`src/rtl/bnn_pkg.sv`:
```
// Shared constants, state codes and SRAM control helpers for the BNN instruction loader.
package bnn_pkg;

  localparam int INST_AW       = 11;
  localparam int INST_DW       = 16;
  localparam int ISRAM_CTRL_W  = 13;
  localparam int ISRAM_CEN_BIT = 11;
  localparam int ISRAM_WEN_BIT = 12;

  localparam logic [ISRAM_CTRL_W-1:0] ISRAM_IDLE = 13'h1800;

  typedef logic [2:0] bnn_state_t;

  localparam bnn_state_t ST_IDLE    = 3'd0;
  localparam bnn_state_t ST_LEN     = 3'd1;
  localparam bnn_state_t ST_DATA    = 3'd2;
  localparam bnn_state_t ST_CHK     = 3'd3;
  localparam bnn_state_t ST_RELEASE = 3'd4;
  localparam bnn_state_t ST_RUN     = 3'd5;
  localparam bnn_state_t ST_ERR     = 3'd6;

  // Control word for a single write: both strobes low, address in the low bits.
  function automatic logic [ISRAM_CTRL_W-1:0] isram_write(input logic [INST_AW-1:0] addr);
    logic [ISRAM_CTRL_W-1:0] c;
    c                = ISRAM_IDLE;
    c[ISRAM_CEN_BIT] = 1'b0;
    c[ISRAM_WEN_BIT] = 1'b0;
    c[INST_AW-1:0]   = addr;
    return c;
  endfunction

endpackage

```
`src/rtl/bnn_isram_mux.sv`:
```
// Instruction SRAM port select: the BNN controller owns the port in RUN, the loader otherwise.
module bnn_isram_mux
  import bnn_pkg::*;
(
  input  logic                    sel_run,
  input  logic [ISRAM_CTRL_W-1:0] ctrl_isram,
  input  logic [ISRAM_CTRL_W-1:0] ldr_ctrl,
  input  logic [INST_DW-1:0]      ldr_din,
  output logic [ISRAM_CTRL_W-1:0] instsram_ctrl,
  output logic [INST_DW-1:0]      instsram_din
);

  assign instsram_ctrl = sel_run ? ctrl_isram : ldr_ctrl;
  assign instsram_din  = sel_run ? '0 : ldr_din;

endmodule

```
`src/rtl/bnn_inst_loader.sv`:
```
// Loads a length-prefixed instruction stream into the BNN instruction SRAM, then releases the controller.
// Optional trailer checksum (16-bit XOR of all words) enabled by defining BNN_LOADER_VERIFY_EN.
module bnn_inst_loader
  import bnn_pkg::*;
#(
  parameter int unsigned INST_DEPTH = 2048,
  parameter int unsigned MAX_LEN    = INST_DEPTH
) (
  input  logic                    clk,
  input  logic                    rst,
  input  logic                    start,
  input  logic [INST_DW-1:0]      host_data,
  input  logic                    host_valid,
  output logic                    host_ready,
  input  logic [ISRAM_CTRL_W-1:0] ctrl_isram,
  output logic [ISRAM_CTRL_W-1:0] instsram_ctrl,
  output logic [INST_DW-1:0]      instsram_din,
  output logic                    ctrl_rst,
  output logic                    ctrl_pause,
  output logic                    busy,
  output logic                    done,
  output logic                    err
);

  bnn_state_t               state, state_nxt;
  logic [11:0]              n_len;
  logic [11:0]              cnt;
  logic                     rel_cnt;
  logic [ISRAM_CTRL_W-1:0]  wr_ctrl;
  logic [INST_DW-1:0]       wr_din;
  logic                     hs;
  logic                     len_bad;
  logic                     last_word;

`ifdef BNN_LOADER_VERIFY_EN
  logic [INST_DW-1:0]       csum;
`endif

  assign host_ready = (state == ST_LEN) || (state == ST_DATA) || (state == ST_CHK);
  assign hs         = host_valid & host_ready;
  assign busy       = host_ready || (state == ST_RELEASE);
  assign done       = (state == ST_RUN);
  assign err        = (state == ST_ERR);
  assign ctrl_rst   = (state != ST_RUN);
  assign ctrl_pause = (state != ST_RUN);

  assign len_bad   = (host_data[11:0] == '0) || (host_data[15:12] != '0) ||
                     (32'(host_data[11:0]) > MAX_LEN);
  assign last_word = (cnt + 12'd1) == n_len;

  // NOTE: always_comb starts from a full default so no path can leave state_nxt unassigned (no latch).
  always_comb begin
    state_nxt = state;
    case (state)
      ST_IDLE:    if (start) state_nxt = ST_LEN;
      ST_LEN:     if (hs) state_nxt = len_bad ? ST_ERR : ST_DATA;
      ST_DATA: begin
        if (hs && last_word) begin
`ifdef BNN_LOADER_VERIFY_EN
          state_nxt = ST_CHK;
`else
          state_nxt = ST_RELEASE;
`endif
        end
      end
`ifdef BNN_LOADER_VERIFY_EN
      ST_CHK:     if (hs) state_nxt = (host_data == csum) ? ST_RELEASE : ST_ERR;
`endif
      ST_RELEASE: if (rel_cnt) state_nxt = ST_RUN;
      ST_RUN,
      ST_ERR:     if (start) state_nxt = ST_LEN;
      default:    state_nxt = ST_IDLE;
    endcase
  end

  // NOTE: sequential state uses non-blocking assignments so every register samples pre-edge values.
  always_ff @(posedge clk or negedge rst) begin
    if (!rst) begin
      state   <= ST_IDLE;
      n_len   <= '0;
      cnt     <= '0;
      rel_cnt <= 1'b0;
      wr_ctrl <= ISRAM_IDLE;
      wr_din  <= '0;
    end else begin
      state   <= state_nxt;
      rel_cnt <= (state == ST_RELEASE) && !rel_cnt;
      // The write port returns to idle unless a word was accepted on this edge.
      wr_ctrl <= ISRAM_IDLE;
      wr_din  <= '0;
      if (state == ST_LEN && hs) begin
        n_len <= host_data[11:0];
        cnt   <= '0;
      end
      if (state == ST_DATA && hs) begin
        wr_ctrl <= isram_write(cnt[INST_AW-1:0]);
        wr_din  <= host_data;
        cnt     <= cnt + 12'd1;
      end
    end
  end

`ifdef BNN_LOADER_VERIFY_EN
  always_ff @(posedge clk or negedge rst) begin
    if (!rst) begin
      csum <= '0;
    end else if (state == ST_LEN && hs) begin
      csum <= '0;
    end else if (state == ST_DATA && hs) begin
      csum <= csum ^ host_data;
    end
  end
`endif

  bnn_isram_mux u_mux (
    .sel_run       (state == ST_RUN),
    .ctrl_isram    (ctrl_isram),
    .ldr_ctrl      (wr_ctrl),
    .ldr_din       (wr_din),
    .instsram_ctrl (instsram_ctrl),
    .instsram_din  (instsram_din)
  );

endmodule

```
`config.mk`:
```
export PLATFORM = sky130hd
export DESIGN_NAME = bnn_inst_loader
export DESIGN_NICKNAME = d
export VERILOG_FILES = /design/src/rtl/bnn_pkg.sv /design/src/rtl/bnn_isram_mux.sv /design/src/rtl/bnn_inst_loader.sv
export SDC_FILE = /design/constraint.sdc
export NUM_CORES = 1
export LEC_CHECK = 0
export BUFFER_PORTS_ARGS = -buffer_cell sky130_fd_sc_hd__buf_2
export CORE_MARGIN = 2
export CORE_UTILIZATION = 25
export DETAILED_ROUTE_END_ITERATION = 6
export PLACE_DENSITY = 0.42
export SYNTH_ARGS = -nofsm -noshare
export SYNTH_HDL_FRONTEND = slang
export SYNTH_HIERARCHICAL = 1
export SYNTH_SLANG_ARGS = --single-unit
export TNS_END_PERCENT = 30
```
`constraint.sdc`:
```
create_clock -name clk -period 2 [get_ports clk]
set_input_delay 0.4 -clock clk [delete_from_list [all_inputs] [get_ports clk]]
set_output_delay 0.4 -clock clk [all_outputs]
set_load 0.03 [all_outputs]
```
[Word-level counts from Yosys, hierarchy flattened]
Cells that the tools add are included.
Operators by class
  $add $sub $neg: 1
  div/mod/pow operators: 0
  multiplexer cells: 12
  multiply operators: 0
  eq/ne operators: 12
  bitwise logic cells: 1
  reductions and logical operators: 16
  shift operators: 0
  order comparisons: 1
Operator list (number)
  $mux 16: 2
  $mux 13: 2
  $mux 12: 2
  $mux 3: 5
  $add 12x1->12 const B: 1
  $eq 12x12->1: 1
  $gt 12x12->1 const B: 1
  $logic_not 12->1: 1
  $pmux 3 s4: 1
  $eq 3x3->1 const B: 3
  $eq 3x2->1 const B: 2
  $logic_or 1x1->1: 5
  $logic_and 1x1->1: 4
  $ne 2x1->1 const B: 2
  $ne 2x2->1 const B: 2
  $reduce_and 4->1: 1
  $reduce_bool 4->1: 1
  $eq 3x1->1 const B: 1
  $logic_not 3->1: 1
  $ne 3x3->1 const B: 1
  $reduce_or 3->1: 1
  $reduce_bool 2->1: 1
  $and 1x1->1: 1
  $logic_not 1->1: 1
Word-level totals
  latch bits: 0
  memory bits (writable): 0
  bits in read-only memories: 0
  memories: 0
  bits of input ports: 33
  bits in registers: 57

[Logic depth before layout (Yosys ltp)]
Gate-level depths: netlist of the first run.
  depth after elaboration: 7
  depth in mapped cells: 8
  gate-level depth less buffers: 7

[Hierarchy]
The synthesis of the first run kept the hierarchy.
Modules (own cells, without submodules)
  bnn_inst_loader: cells an instance 246, instances 1, seq. area each 1402.6 um^2, area an instance 2645.0 um^2
  bnn_isram_mux: cells an instance 32, instances 1, seq. area each 0.0 um^2, area an instance 329.1 um^2

[Worst setup path before layout of the first run]
OpenSTA, ideal clock, no wires.
  kind: register to output
  start point: reg state[0]
  end point: out instsram_din[10]
  cell stages (with the launch flop): 8
  arrival: 1.940 ns
  path slack: -0.340 ns
  path through: dfrtp_1 > buf_2 > nor2b_1 > nand2_1 > inv_1 > buf_6 > buf_6 > nor2b_1
On the way
  longest elaborated chain between the ends: 2
RTL lines
  start, declared: RTL line bnn_inst_loader.sv:25  | bnn_state_t state, state_nxt;
  start signal, assigned: RTL line bnn_inst_loader.sv:86  | state <= state_nxt;
  $eq 3x3->1
  net done: RTL line bnn_inst_loader.sv:21  | output logic done,
  $mux 16: RTL line bnn_isram_mux.sv:14  | assign instsram_din = sel_run ? '0 : ldr_din;
  end, declared: RTL line bnn_inst_loader.sv:17  | output logic [INST_DW-1:0] instsram_din,
The timed path passes the listed nets, and every way through them passes these cells.

[Worst setup path after layout of the first run]
  start point: reg state[1]
  end point: out instsram_ctrl[11]
On the way
  longest elaborated chain between the ends: 2
RTL lines
  $eq 3x3->1: RTL line bnn_inst_loader.sv:116  | .sel_run (state == ST_RUN),
  $mux 13: RTL line bnn_isram_mux.sv:13  | assign instsram_ctrl = sel_run ? ctrl_isram : ldr_ctrl;
  end, declared: RTL line bnn_inst_loader.sv:16  | output logic [ISRAM_CTRL_W-1:0] instsram_ctrl,
Every way passes these cells.

==> results.txt, run 1 <==
----------------------------------------------------
[STA]
  Transition time at the pin with the least slew margin ... 441.7 ps
  Ratio of final minimum period to clock period ... 1.007
  Final Setup Violations ... 6
  Slew headroom ... 0.7034
  Number of pins with negative max-slew slack in the final report ... 0
  Final setup skew ... 7.850 ps
  Period minus WS final ... 2013 ps
  Fmax ... 496.7 MHz
  Number of endpoints with negative hold slack in the final report ... 0
  RSZ-0062 raised after global routing ... true
  Post-route worst setup slack ... -13.26 ps

[Placement]
  Half-perimeter wire length after placement ... 5.622 mm
  Weighted congestion at the end of routability-driven global placement ... 0.9249
  Number of input and output port buffers inserted ... 67
  Placement-stage cell area ... 3613 um^2

[Yosys]
  Dominant synthesized flop cell ... sky130_fd_sc_hd__dfrtp_1
  Share of synthesized area occupied by flip-flops and latches ... 0.4716
  Proportion of register bits with asynchronous set or reset after synthesis ... 1.000
  Unique cell type count in the Yosys netlist ... 52
  Net count of the mapped netlist ... 312
  Number of warnings issued by yosys ... 6
  Number of register bits inferred by synthesis ... 56
  Post-synthesis cell area ... 2974 um^2
  Number of enable-type register cells in the synthesized netlist ... 0
  Gate Count Post-Synth ... 278
  Synthesized area per cell ... 10.70 um^2

[Run status]
  Result of the run ... finished with violations
  Violated checks ... DRC, setup timing

[Pwr]
  Post-layout power ... 4.813 mW
  Portion of total power attributed to the clock network ... 0.187
  Internal cell power ... 2.955 mW
  Combinational fraction of design power ... 0.495
  Net switching fraction of the power ... 0.3859
  P_leak ... 1.914 nW
  Part of the total power dissipated in sequential elements ... 0.318
  Peak supply drop ... 455.4 uV
  Cell area power density ... 1192 nW/um^2
  Net Switching ... 1.857 mW

[Die]
  Die X ... 113.1 um
  Number of placement rows ... 39
  Top-Level Pins ... 68
  Effective utilization at floorplan ... 0.2583
  Core area ... 11520 um^2
  Die Footprint ... 12780 um^2
  Chip Height ... 113.1 um

[Global routing]
  Number of global-route vias before repair ... 2334
  Total GRT Usage ... 0.1188
  First-pass GRT wire length ... 12.16 mm
  Pin count of the biggest net entering global routing ... 28
  Final global-route overflow total ... 0
  Antenna violations before repair ... 0

[Clock network]
  Cts-stage hold buffer count ... 0
  Insertion delay to the later sink of the worst-skew pair ... 290 ps
  Clock tree from TritonCTS ... done
  Clock slew at the register clock pins of the worst setup and hold paths ... 80 ps
  Maximum buffer depth of the clock tree ... 2
  Clock root buffer ... sky130_fd_sc_hd__clkbuf_16
  Cts bufs inserted ... 5
  Clock tree sinks ... 56
  H-tree level count ... 2

[Critical path]
  Element type at the critical path end ... primary output
  Critical-path maximum fanout ... 7
  Launching element type of the critical path ... flop
  WP data required ... 1600 ps
  Maximum single-stage delay on the critical path ... 420 ps
  Cell chain of the critical path ... nor2b_4, nand2_2, inv_4, clkbuf_16, mux2_4, buf_6
  Arrival time of data at the critical path endpoint ... 1610 ps
  Critical-path top delay cell ... sky130_fd_sc_hd__dfrtp_1
  Worst Setup Path Type ... reg -> out

[Drt]
  Number of routed nets with antenna violations ... 0
  Post-detailed-route via-to-cell ratio ... 4.659
  Initial DRT Pass Iterations ... 6
  Total vias in the final route ... 2348
  Detail-routed net length per standard cell ... 15.17 um
  Number of DRC markers in iteration 0 ... 98
  Drc violations ... 7
  Post-Route WL ... 7.645 mm

[Final layout]
  Diodes inserted ... 0
  Total non-filler cell area in the finished layout ... 4036 um^2
  Synth-to-layout area growth ... 35.72%
  Multi-input gate area ... 1524 um^2
  Storage cell area ... 1408 um^2
  Share of layout cells above drive strength 1 ... 0.4488
  Number of fillers in the final layout ... 1152
  # nets final ... 395

[Flow run]
  Max Cap Violations ... 0

[Worst hold path]
  Worst hold path type ... in -> async

----------------------------------------------------
power groups by stage:
stage	combinational, mW	clock (mW)	sequential, mW
2_1_floorplan	1.58	0	1.50
3_3_place_gp	2.11	0	1.56
3_5_place_dp	2.11	0	1.56
4_1_cts	2.27	0.926	1.53
5_1_grt	2.58	0.971	1.56
6_report	2.38	0.899	1.53
synth_stat cells, types with 3 or more instances:
library cell               count  area [um^2]
sky130_fd_sc_hd__and3_1       28        175.2
sky130_fd_sc_hd__xnor2_1      13        113.9
sky130_fd_sc_hd__o21ai_0      17        85.08
sky130_fd_sc_hd__nand3_1       5        25.02
sky130_fd_sc_hd__a21oi_1       5        25.02
sky130_fd_sc_hd__nor4_1        3        18.77
sky130_fd_sc_hd__mux2_4       13        195.2
sky130_fd_sc_hd__o22ai_1       3        18.77
sky130_fd_sc_hd__nor2_1       12        45.04
sky130_fd_sc_hd__nand2_1      15        56.30
sky130_fd_sc_hd__nand4_1       4        25.02
sky130_fd_sc_hd__clkbuf_1      8        30.03
sky130_fd_sc_hd__o31ai_1       4        30.03
sky130_fd_sc_hd__mux2_2       11        123.9
sky130_fd_sc_hd__nor2b_1      21        131.4
sky130_fd_sc_hd__xor2_1        5        43.79
sky130_fd_sc_hd__inv_1         3        11.26
sky130_fd_sc_hd__buf_2         6        30.03
sky130_fd_sc_hd__buf_6         4        45.04
sky130_fd_sc_hd__nand2b_1      3        18.77
sky130_fd_sc_hd__dfrtp_1      55         1376
metrics by stage:
stage	hold WS, ps	instances	TNS [ps]	util	worst slack [ps]
after floorplan	104.4	278	-4.341	-	-4.341
after detailed placement	370.4	492	0	0.3138	15.10
after CTS	56.86	501	-329.7	0.3380	-30.03
final	41.29	504	-67.99	0.3505	-13.26
after global placement	374.2	492	0	0.3138	76.50
after global routing	76.36	504	-1290	0.3505	-66.46
per-layer routing:
| layer | part of all wire | wire (um) | track usage |
|---|---|---|---|
| met1 | 0.46 | 3517 | 0.1578 |
| met2 | 0.48 | 3641 | 0.1960 |
| met3 | 0.042 | 320 | 0.01928 |
| met4 | 0.022 | 166 | 0.04309 |
| met5 | 0 | 0 | 0 |
critical path, delay by kind of cell (launching register included):
kind	cells	cell delay (ps)
DFF	1	420
muxes	1	300
and+or+nand+nor	2	210
buffers and inverters	3	390
kinds of logic (layout without fill, tap and decap cells):
family / Yosys count / after routing / synth area share
buf+inv: 24 / 107 / 0.04543
compound gates: 46 / 46 / 0.09887
flops: 56 / 56 / 0.4716
fa+ha+maj: 1 / 1 / 0.004206
xor+xnor: 18 / 18 / 0.05301
simple gates: 108 / 108 / 0.2162
mux: 25 / 25 / 0.1106
worst paths after layout:
| check | start | to | slack [ps] | cells after the start |
|---|---|---|---|---|
| setup / recovery | state[1]$_DFFE_PN0P_ | instsram_ctrl[11] | -10 | 6 |
| hold / removal | rst | n_len[2]$_DFFE_PN0P_ | 40 | 1 |
| setup reg to reg | cnt[0]$_DFFE_PN0P_ | state[1]$_DFFE_PN0P_ | 90 | 7 |
| hold reg to reg | cnt[11]$_DFFE_PN0P_ | cnt[11]$_DFFE_PN0P_ | 530 | 1 |
| max in group asynchronous | rst | wr_ctrl[11]$_DFF_PN1_ | 1320 | 2 |
| min in group clk | host_data[12] | wr_din[12]$_DFF_PN0_ | 340 | 2 |
placed cells by master, fill, tap and decap left out, types with 2 or more instances in the layout:
cell type                   instances
sky130_fd_sc_hd__dfrtp_1           51
sky130_fd_sc_hd__buf_2             39
sky130_fd_sc_hd__buf_4             30
sky130_fd_sc_hd__and3_1            28
sky130_fd_sc_hd__buf_6             22
sky130_fd_sc_hd__o21ai_0           17
sky130_fd_sc_hd__nand2_1           14
sky130_fd_sc_hd__nor2b_2           14
sky130_fd_sc_hd__xnor2_1           13
sky130_fd_sc_hd__mux2_4            13
sky130_fd_sc_hd__nor2_1            11
sky130_fd_sc_hd__mux2_2            11
sky130_fd_sc_hd__nor2b_1            6
sky130_fd_sc_hd__clkbuf_16          6
sky130_fd_sc_hd__nand3_1            5
sky130_fd_sc_hd__xor2_1             5
sky130_fd_sc_hd__a21oi_1            5
sky130_fd_sc_hd__o31ai_1            4
sky130_fd_sc_hd__nand4_1            4
sky130_fd_sc_hd__dfrtp_2            4
sky130_fd_sc_hd__nand2b_1           3
sky130_fd_sc_hd__nor4_1             3
sky130_fd_sc_hd__buf_12             3
sky130_fd_sc_hd__nand2_2            2
sky130_fd_sc_hd__and2_1             2
sky130_fd_sc_hd__inv_1              2
sky130_fd_sc_hd__nor2_2             2
sky130_fd_sc_hd__nor3_1             2
sky130_fd_sc_hd__and4_1             2
sky130_fd_sc_hd__nand3_4            2
sky130_fd_sc_hd__a22o_1             2
sky130_fd_sc_hd__o22ai_1            2
sky130_fd_sc_hd__a31oi_1            2
sky130_fd_sc_hd__a32oi_1            2
state kept, by name (all words and copies together) (netlist names):
signal   flops
cnt         12
n_len       12
rel_cnt      1
state        3
wr_din      16
wr_ctrl     12
layout make-up:
| type | count | share of cell area |
|---|---|---|
| multi-input combinational | 198 | 0.3776 |
| tap | 143 | 0.04433 |
| inverter | 4 | 0.004340 |
| clock buffer | 6 | 0.03441 |
| timing repair buffer | 96 | 0.1885 |
| sequential | 56 | 0.3487 |
| clock inverter | 1 | 0.002170 |
what timing repair did:
item	4_1_cts	5_1_grt
gates cloned	0	1
buffers inserted	2	2
setup endpoints to repair	30	32
gates resized for setup	39	39
pin swaps	0	4
(Power assumes the default switching activity.)
==> run 2: changes to the inputs <==
Settings changed: SKIP_LAST_GASP set to 1.
==> run 2 against run 1 <==
The run still ends with DRC, setup timing left. Sequential share of layout area grew 0.31 points. Clock power is essentially flat. Critical path depth is the same. Cell count is the same. Critical path type unchanged. Largest cell class unchanged.
==> results.txt, run 2 (synthesized netlist as in run 1, its figures left out) <==
----------------------------------------------------
[Run status]
  Result of the run ... finished with violations
  Violated checks ... DRC, setup timing

[Drt]
  Drc violations ... 7
  Post-detailed-route via-to-cell ratio ... 4.673
  Post-Route WL ... 7.611 mm
  Total vias in the final route ... 2355
  Number of routed nets with antenna violations ... 0
  Initial DRT Pass Iterations ... 7
  Detail-routed net length per standard cell ... 15.10 um
  Number of DRC markers in iteration 0 ... 102

[Clock network]
  H-tree level count ... 2
  Clock slew at the register clock pins of the worst setup and hold paths ... 80 ps
  Cts-stage hold buffer count ... 0
  Insertion delay to the later sink of the worst-skew pair ... 290 ps
  Clock tree sinks ... 56
  Clock tree from TritonCTS ... done
  Maximum buffer depth of the clock tree ... 2
  Clock root buffer ... sky130_fd_sc_hd__clkbuf_16
  Cts bufs inserted ... 5

[Global routing]
  Total GRT Usage ... 0.1187
  Antenna violations before repair ... 0
  Final global-route overflow total ... 0
  First-pass GRT wire length ... 12.15 mm
  Number of global-route vias before repair ... 2328
  Pin count of the biggest net entering global routing ... 28

[STA]
  Number of endpoints with negative hold slack in the final report ... 0
  Slew headroom ... 0.7042
  Final setup skew ... 7.450 ps
  Post-route worst setup slack ... -21.84 ps
  Period minus WS final ... 2022 ps
  Number of pins with negative max-slew slack in the final report ... 0
  Ratio of final minimum period to clock period ... 1.011
  Transition time at the pin with the least slew margin ... 443.7 ps
  Final Setup Violations ... 13
  Fmax ... 494.6 MHz
  RSZ-0062 raised after global routing ... true

[Critical path]
  Launching element type of the critical path ... flop
  WP data required ... 1600 ps
  Worst Setup Path Type ... reg -> out
  Element type at the critical path end ... primary output
  Critical-path maximum fanout ... 7
  Arrival time of data at the critical path endpoint ... 1620 ps

[Final layout]
  Most frequent cells in the layout ... 51 x sky130_fd_sc_hd__dfrtp_1, 40 x sky130_fd_sc_hd__buf_2, 37 x sky130_fd_sc_hd__buf_4, 28 x sky130_fd_sc_hd__and3_1, 17 x sky130_fd_sc_hd__o21ai_0
  Commonest non-fill, non-tap cell in the layout ... sky130_fd_sc_hd__dfrtp_1
  Diodes inserted ... 0
  Synth-to-layout area growth ... 34.54%
  Number of fillers in the final layout ... 1155
  Top register by number of flip-flops ... wr_din
  Share of layout cells above drive strength 1 ... 0.4515
  Number of flip-flops in the largest register ... 16
  Non-filler instance count after layout ... 504
  # nets final ... 395

[Die]
  Top-Level Pins ... 68
  Number of placement rows ... 39
  Core area ... 11520 um^2
  Die Footprint ... 12780 um^2
  Die X ... 113.1 um
  Chip Height ... 113.1 um
  Effective utilization at floorplan ... 0.2583

[Placement]
  Number of input and output port buffers inserted ... 67
  Setup WS pre-CTS ... 15.10 ps
  Half-perimeter wire length after placement ... 5.622 mm
  Weighted congestion at the end of routability-driven global placement ... 0.9249
  DP Cell Count ... 492

[Worst hold path]
  Worst hold path type ... in -> async

[Pwr]
  P_leak ... 1.905 nW
  Cell area power density ... 1195 nW/um^2
  Peak supply drop ... 452.9 uV
  Post-layout power ... 4.781 mW

[Flow run]
  Max Cap Violations ... 0

----------------------------------------------------
-- run 2: metal layers --
layer,track usage,part of all wire
met4,0.04309,0.027
met2,0.1944,0.48
met3,0.01928,0.041
met5,0,0
met1,0.1588,0.46
-- run 2: power breakdown --
part | switching, mW | internal (mW) | total (mW)
registers | 0.176 | 1.35 | 1.52
logic | 1.27 | 1.09 | 2.36
clock network | 0.401 | 0.495 | 0.896
-- run 2: through the flow --
stage	area (um^2)	utilization	hold WS, ps	setup TNS [ps]
floorplan	3002	-	104.4	-4.341
global placement	3613	0.3138	374.2	0
detailed placement	3613	0.3138	370.4	0
CTS	3781	0.3283	56.86	-1163
global route	4001	0.3475	76.36	-1890
finish	4001	0.3475	41.98	-179.9
-- run 2: path summary, 6_finish.rpt --
kind	start	end	slack [ps]	depth (start not counted)
setup / recovery	state[1]$_DFFE_PN0P_	instsram_ctrl[11]	-20	6
min in group clk	host_data[12]	wr_din[12]$_DFF_PN0_	340	2
setup reg to reg	cnt[0]$_DFFE_PN0P_	state[1]$_DFFE_PN0P_	100	7
hold reg to reg	cnt[11]$_DFFE_PN0P_	cnt[11]$_DFFE_PN0P_	530	1
hold / removal	rst	n_len[2]$_DFFE_PN0P_	40	1
max in group asynchronous	rst	wr_ctrl[11]$_DFF_PN1_	1320	2
-- run 2: timing repair --
| action | 4_1_cts | 5_1_grt |
|---|---|---|
| setup buffers | 2 | 2 |
| resized for setup | 3 | 83 |
| pin swaps | 0 | 5 |
| endpoints found under the setup margin | 30 | 32 |
| gates cloned | 0 | 1 |
-- run 2: worst max-delay path, cell delays in order (launching register included) --
cell and delay [ps]:
sky130_fd_sc_hd__dfrtp_1 400, sky130_fd_sc_hd__nor2b_2 150, sky130_fd_sc_hd__nand2_2 90, sky130_fd_sc_hd__inv_4 90, sky130_fd_sc_hd__clkbuf_16 160, sky130_fd_sc_hd__mux2_4 300, sky130_fd_sc_hd__buf_6 140
-- run 2: final cells by class --
type,count,area [um^2],share of cell area
clock buffers,6,138.9,0.03471
clock inverters,1,8.758,0.002189
inverters,4,17.52,0.004378
multi-input cells,198,1521,0.3802
flip-flops and latches,56,1408,0.3518
well taps,143,178.9,0.04472
repair buffers,96,728.2,0.1820
